--- src/rtl/mult_arb_pkg.sv ---
// Shared types and helpers for the multiplier arbiter: FSM states,
// id-width derivation and the round-robin one-hot pick.
package mult_arb_pkg;

   // Arbiter FSM: wait for a request, compute, hold the response.
   typedef enum logic [1:0] {
      IDLE = 2'd0,
      CALC = 2'd1,
      RESP = 2'd2
   } state_t;

   // Largest supported requester count; the pick function works on
   // vectors of this width and callers zero-pad their valid vector.
   localparam int MAX_REQ  = 16;
   localparam int MAX_ID_W = 4;

   // Width of a requester index (ID_W = $clog2(NUM_REQ), never below 1).
   function automatic int id_width(input int num_req);
      return (num_req > 1) ? $clog2(num_req) : 1;
   endfunction

   // Round-robin pick: scan from last+1 upwards, wrapping at num_req-1
   // back to 0, and return the first valid requester as a one-hot vector.
   // Returns all-zero when nothing is valid.
   function automatic logic [MAX_REQ-1:0] rr_pick(
      input logic [MAX_REQ-1:0] valid,
      input int unsigned        num_req,
      input int unsigned        last
   );
      logic [MAX_REQ-1:0] grant;
      logic               found;
      int unsigned        cand;
      grant = '0;
      found = 1'b0;
      for (int unsigned k = 1; k <= MAX_REQ; k++) begin
         // last < num_req and k <= num_req, so one subtraction wraps.
         cand = last + k;
         if (cand >= num_req) cand = cand - num_req;
         if ((k <= num_req) && !found && valid[cand[MAX_ID_W-1:0]]) begin
            grant[cand[MAX_ID_W-1:0]] = 1'b1;
            found                     = 1'b1;
         end
      end
      return grant;
   endfunction

endpackage

--- src/rtl/mult.sv ---
// Combinational multiplier datapath: out = (in1 * in2) mod 2^WIDTH.
module mult #(
   parameter int WIDTH = 32
) (
   input  logic [WIDTH-1:0] in1,
   input  logic [WIDTH-1:0] in2,
   output logic [WIDTH-1:0] out
);

   // Product evaluated in a WIDTH-bit context, so the upper half is dropped.
   assign out = in1 * in2;

endmodule

--- src/rtl/mult_arbiter_rr_picker.sv ---
// Round-robin picker: purely combinational winner selection over a
// valid vector, starting just after the previously granted requester.
module rr_picker
   import mult_arb_pkg::*;
#(
   parameter int NUM_REQ = 4,
   parameter int ID_W    = id_width(NUM_REQ)
) (
   input  logic [NUM_REQ-1:0] valid,
   input  logic [ID_W-1:0]    last_grant,
   output logic [NUM_REQ-1:0] grant,
   output logic [ID_W-1:0]    grant_idx,
   output logic               grant_any
);

   logic [MAX_REQ-1:0] valid_ext;
   logic [MAX_REQ-1:0] pick;

   // Zero-extend the valid vector to the width the pick function expects.
   always_comb begin
      // NOTE: every combinational output gets a default first, so no path
      // leaves it unassigned and no latch is inferred.
      valid_ext                = '0;
      valid_ext[NUM_REQ-1:0]   = valid;
   end

   // One-hot winner of the round-robin scan.
   always_comb begin
      pick = rr_pick(valid_ext, NUM_REQ, int'(last_grant));
   end

   assign grant     = pick[NUM_REQ-1:0];
   // Padding bits of pick are always zero, so reducing the whole vector
   // is equivalent to reducing the live part.
   assign grant_any = |pick;

   // Encode the one-hot winner into a requester index.
   always_comb begin
      grant_idx = '0;
      for (int i = 0; i < NUM_REQ; i++) begin
         if (grant[i]) grant_idx = ID_W'(i);
      end
   end

endmodule

--- src/rtl/mult_arbiter.sv ---
// Multiplier arbiter: shares one combinational mult between NUM_REQ
// valid/ready requesters. Round-robin grant latches the winner's operands,
// the product is registered one cycle later and held on a single tagged
// response channel until the consumer takes it. One op in flight at a time.
module mult_arbiter
   import mult_arb_pkg::*;
#(
   parameter int WIDTH   = 32,
   parameter int NUM_REQ = 4,
   parameter int CNT_W   = 16
) (
   input  logic                       clk,
   input  logic                       rst_n,
   input  logic [NUM_REQ-1:0]         req_valid,
   output logic [NUM_REQ-1:0]         req_ready,
   input  logic [NUM_REQ*WIDTH-1:0]   req_in1,
   input  logic [NUM_REQ*WIDTH-1:0]   req_in2,
   output logic                       rsp_valid,
   input  logic                       rsp_ready,
   output logic [$clog2(NUM_REQ)-1:0] rsp_id,
   output logic [WIDTH-1:0]           rsp_data,
   output logic                       busy,
   output logic [CNT_W-1:0]           op_count
);

   localparam int ID_W = id_width(NUM_REQ);

   state_t             state_q,      state_d;
   logic [ID_W-1:0]    last_grant_q, last_grant_d;
   logic [WIDTH-1:0]   op1_q,        op1_d;
   logic [WIDTH-1:0]   op2_q,        op2_d;
   logic [ID_W-1:0]    op_id_q,      op_id_d;
   logic               rsp_valid_q,  rsp_valid_d;
   logic [ID_W-1:0]    rsp_id_q,     rsp_id_d;
   logic [WIDTH-1:0]   rsp_data_q,   rsp_data_d;
   logic [CNT_W-1:0]   op_count_q,   op_count_d;

   logic [NUM_REQ-1:0] pick_grant;
   logic [ID_W-1:0]    pick_idx;
   logic               pick_any;
   logic [WIDTH-1:0]   mult_out;

   rr_picker #(
      .NUM_REQ (NUM_REQ),
      .ID_W    (ID_W)
   ) u_rr_picker (
      .valid      (req_valid),
      .last_grant (last_grant_q),
      .grant      (pick_grant),
      .grant_idx  (pick_idx),
      .grant_any  (pick_any)
   );

   // Latched operands feed the shared multiplier; its output is captured
   // in CALC, so the operands only need to be stable for that one cycle.
   mult #(
      .WIDTH (WIDTH)
   ) u_mult (
      .in1 (op1_q),
      .in2 (op2_q),
      .out (mult_out)
   );

   // Next-state logic and combinational req_ready for the arbiter FSM.
   always_comb begin
      state_d      = state_q;
      last_grant_d = last_grant_q;
      op1_d        = op1_q;
      op2_d        = op2_q;
      op_id_d      = op_id_q;
      rsp_valid_d  = rsp_valid_q;
      rsp_id_d     = rsp_id_q;
      rsp_data_d   = rsp_data_q;
      op_count_d   = op_count_q;
      req_ready    = '0;

      unique case (state_q)
         IDLE: begin
            // Gated by rst_n so ready is low for the whole reset, even
            // though the state register already reads IDLE.
            req_ready = pick_grant & {NUM_REQ{rst_n}};
            // The picker only selects a valid requester, so a winner
            // is always a completed handshake.
            if (pick_any) begin
               for (int i = 0; i < NUM_REQ; i++) begin
                  if (pick_grant[i]) begin
                     op1_d = req_in1[i*WIDTH +: WIDTH];
                     op2_d = req_in2[i*WIDTH +: WIDTH];
                  end
               end
               op_id_d      = pick_idx;
               last_grant_d = pick_idx;
               state_d      = CALC;
            end
         end

         CALC: begin
            rsp_data_d  = mult_out;
            rsp_id_d    = op_id_q;
            rsp_valid_d = 1'b1;
            state_d     = RESP;
         end

         RESP: begin
            // Response held stable until the consumer takes it.
            if (rsp_ready) begin
               rsp_valid_d = 1'b0;
               op_count_d  = op_count_q + CNT_W'(1);
               state_d     = IDLE;
            end
         end

         default: begin
            state_d = IDLE;
         end
      endcase
   end

   // State and datapath registers; async reset drops any in-flight op.
   always_ff @(posedge clk or negedge rst_n) begin
      if (!rst_n) begin
         state_q      <= IDLE;
         // Pointer starts at the last requester so requester 0 wins first.
         last_grant_q <= ID_W'(NUM_REQ - 1);
         // NOTE: the operand registers are plain flops, not a memory, so
         // they are reset along with everything else.
         op1_q        <= '0;
         op2_q        <= '0;
         op_id_q      <= '0;
         rsp_valid_q  <= 1'b0;
         rsp_id_q     <= '0;
         rsp_data_q   <= '0;
         op_count_q   <= '0;
      end else begin
         // NOTE: non-blocking assignments so every flop samples the
         // pre-edge values, regardless of statement order.
         state_q      <= state_d;
         last_grant_q <= last_grant_d;
         op1_q        <= op1_d;
         op2_q        <= op2_d;
         op_id_q      <= op_id_d;
         rsp_valid_q  <= rsp_valid_d;
         rsp_id_q     <= rsp_id_d;
         rsp_data_q   <= rsp_data_d;
         op_count_q   <= op_count_d;
      end
   end

   assign rsp_valid = rsp_valid_q;
   assign rsp_id    = rsp_id_q;
   assign rsp_data  = rsp_data_q;
   assign op_count  = op_count_q;
   assign busy      = (state_q != IDLE);

endmodule

--- config.mk ---
export PLATFORM = sky130hd
export DESIGN_NAME = mult_arbiter
export DESIGN_NICKNAME = d
export VERILOG_FILES = /design/src/rtl/mult_arb_pkg.sv /design/src/rtl/mult.sv /design/src/rtl/mult_arbiter_rr_picker.sv /design/src/rtl/mult_arbiter.sv
export SDC_FILE = /design/constraint.sdc
export NUM_CORES = 2
export LEC_CHECK = 0
export BUFFER_PORTS_ARGS = -buffer_cell sky130_fd_sc_hd__buf_2
export CORE_UTILIZATION = 50
export CTS_CLUSTER_DIAMETER = 60
export DETAILED_ROUTE_END_ITERATION = 10
export MAX_ROUTING_LAYER = met4
export PLACE_DENSITY = 0.69
export SETUP_SLACK_MARGIN = 0.02
export SLEW_MARGIN = 15
export SYNTH_ARGS = -nofsm -noshare
export SYNTH_HDL_FRONTEND = slang
export SYNTH_SLANG_ARGS = --single-unit
--- constraint.sdc ---
create_clock -name clk -period 13.2 [get_ports clk]
set_input_delay 2.64 -clock clk [delete_from_list [all_inputs] [get_ports clk]]
set_output_delay 2.64 -clock clk [all_outputs]
set_load 0.05 [all_outputs]
==> metrics.cfg <==
[clock_network]
tritoncts.num_buffers=17
worst_skew_pair.late_latency_ps=460
tritoncts=done
clock_tree.htree_level_count=4
clkTransAtPathRegs_ps=60
post-cts-setup-buffer-count=0
cts.path.max_buffers=2
clock-root-buffer=clkbuf_16
cts.sinks=121
post_cts_resize_count=0
postCtsHoldBufs=0

[synth]
synth_edf_count=0
synth.top_cell.area_share=0.365
synth_async_sr_flop_share=1.00
synthesis.instances=2511
synthDistinctLibCells=58
dominantRegCellSynth=dfrtp_1
yosys_register_bits=121
yosysWarningCount=0
post_synth_instance_area_um2=22400
synth.avg_cell_area_um2=8.91
synth_seq_area_share=0.135
synth_area_leaders=fa_1, dfrtp_1, ha_1
netlist_top_cells_count=inv_1, nand2_1, fa_1, and2_1, ha_1
net_count_after_synthesis=3314
most_frequent_cell_after_synthesis=inv_1
yosysTopAreaCell=fa_1

[floorplan]
floorplan.die_area_um2=45600
fp.coreArea_um2=44100
initial_utilization=0.507
die_w_um=214
ios=319
fp.dieH_um=214
floorplan.rows=77

[critical_path]
critical_path_arrival_ps=8230
critical_path.most_common_cell=fa_1
r2r_end=rsp_data[30]
critical_path.startpoint_type=register
criticalPathCategory=reg -> reg
worst_ep_required_time_ps=13530
setup.worst_path.end=rsp_data[30]
ff2ff_setup_slack_ps=5300
worstPathCellList=and2_1 -> fa_1 -> fa_1 -> fa_1 -> inv_1 -> fa_1 -> inv_1 -> fa_1 -> ha_1 -> fa_1 -> inv_1 -> fa_1 -> inv_1 -> ha_1 -> a21o_1 -> a221oi_1 -> a2bb2oi_1 -> o21ai_0 -> a311oi_1 -> a2111o_1 -> o211ai_1
critPathSlowestCell=dfrtp_1
worst-path-max-fanout=30
worst_r2r_start=op1_q[3]
worst_r2r_path_depth=21
setup.worst_path.end_class=register
cp_slowest_stage_delay_ps=1140
crit_path_start=op1_q[3]

[global_route]
pin_count_of_the_biggest_net_entering_global_routing=99
grt.overflow.total=0
antenna_found_initial=4
grt_usage=0.291
via_count_of_the_first_global_routing_pass=18400
grt_first_pass_wirelength_um=98000

[hold_path]
worstHoldPathType=reg -> reg

[routing]
vias=17600
initial_drt_markers=919
post_drt_via_cell_ratio=5.29
wl_um=61200
first_pass_iters=5
wire_per_inst_um=18.4
antenna_left=0
drc_violation_count_after_routing=0

[timing]
period_minus_slack_ps=7900
tightest_slew_ps=1210
timing.slew.headroom=0.191
slew_viol_final=0
setup_repair_after_global_routing_missed_its_margin=false
timing.final.setup_violations=0
final.setup.tns_ps=0
fin_crit_sh=0.599
final.setup_skew_ps=16.4
hold_violations=0
max_freq_ghz=0.127

[layout]
nets=3523
final_cell_count_no_fill=3329
post_route_cells_drive_above_1_share=0.143
final_util=0.564
multiInputGateArea_um2=17100
area_growth_syn_to_layout_pct=11.2
nFillCells=4088
regArea_um2=3030

[place]
post_detailed_placement_half_perimeter_wirelength_um=49500
placement.io_buffers=318
dp.cells=3293
gp_congestion=0.942

[outcome]
outcome=finished clean

[flow_run]
maxCapViolations=0

-- worst max-delay path, delay by kind of cell, from the launching register on --
kind | cells | cell delay, ps
adder cells (fa/ha/maj) | 9 | 4260
flip-flops | 1 | 1140
AND/OR/NAND/NOR | 1 | 270
buffers and inverters | 4 | 200
AO/OA/AOI/OAI | 7 | 1860
-- state kept, by name, summed over array words and instances (netlist names) --
register,cells
rsp_data,32
op2_q,32
op1_q,32
state_q,2
rsp_id,2
op_count,16
op_id_q,2
last_grant_q,2
rsp_valid,1
-- area by class of cell --
class | count | area share
Sequential cell | 121 | 0.122
Clock buffer | 19 | 0.0178
Tap cell | 592 | 0.0298
Timing Repair Buffer | 344 | 0.0720
Multi-Input combinational cell | 1810 | 0.688
Antenna cell | 4 | 0.000403
Clock inverter | 13 | 0.00579
Inverter | 426 | 0.0643
-- through the flow --
stage	area, um^2	hold slack [ps]	worst slack (ps)
after floorplan	22400	439	5330
after global placement	24300	450	5550
after detailed placement	24300	460	5380
after CTS	24900	477	5320
after global routing	24900	491	4890
final	24900	471	5300
-- cell families (layout without fill, tap and decap cells) --
kind of cell               Yosys count  after routing  share of synthesized area
xor gates and xnor gates            97             97                     0.0386
and+or+nand+nor                    787            787                      0.165
other                                0              4                          0
buffers and inverters              580            802                      0.101
DFF                                121            121                      0.135
muxes                               69             69                     0.0322
adders and majority gates          540            540                      0.439
AOI/OAI and AO/OA                  317            317                     0.0881
-- layer usage --
layer	track usage	up-vias	share of wire
met5	-	-	0
met4	0.0929	0	0.026
met2	0.484	568	0.50
met3	0.0365	99	0.054
met1	0.370	8827	0.42
li1	-	8104	-
-- placed cells by master (no fill, tap or decap), drive strengths merged, types with 27 or more instances in the layout --
| cell | n |
|---|---|
| inv | 430 |
| nand2 | 409 |
| fa | 408 |
| buf | 344 |
| and2 | 256 |
| ha | 132 |
| dfrtp | 119 |
| o21ai | 105 |
| a21oi | 87 |
| nor2 | 80 |
| xnor2 | 69 |
| a211oi | 67 |
| mux2i | 64 |
| xor2 | 27 |
-- how the worst min path moves through the flow --
stage,endpoint,cells past startpoint,slack [ps],from
3_3_place_gp,rsp_data[0],2,450,rsp_data[0]
5_1_grt,rsp_data[0],2,490,rsp_data[0]
3_5_place_dp,rsp_id[1],2,460,op_id_q[1]
2_1_floorplan,rsp_id[1],2,440,op_id_q[1]
6_report,rsp_data[3],2,470,rsp_data[3]
4_1_cts,rsp_id[1],2,480,op_id_q[1]
Power is not shown: default switching activity piles up to over one toggle a cycle in this logic, so the estimate is an artifact.
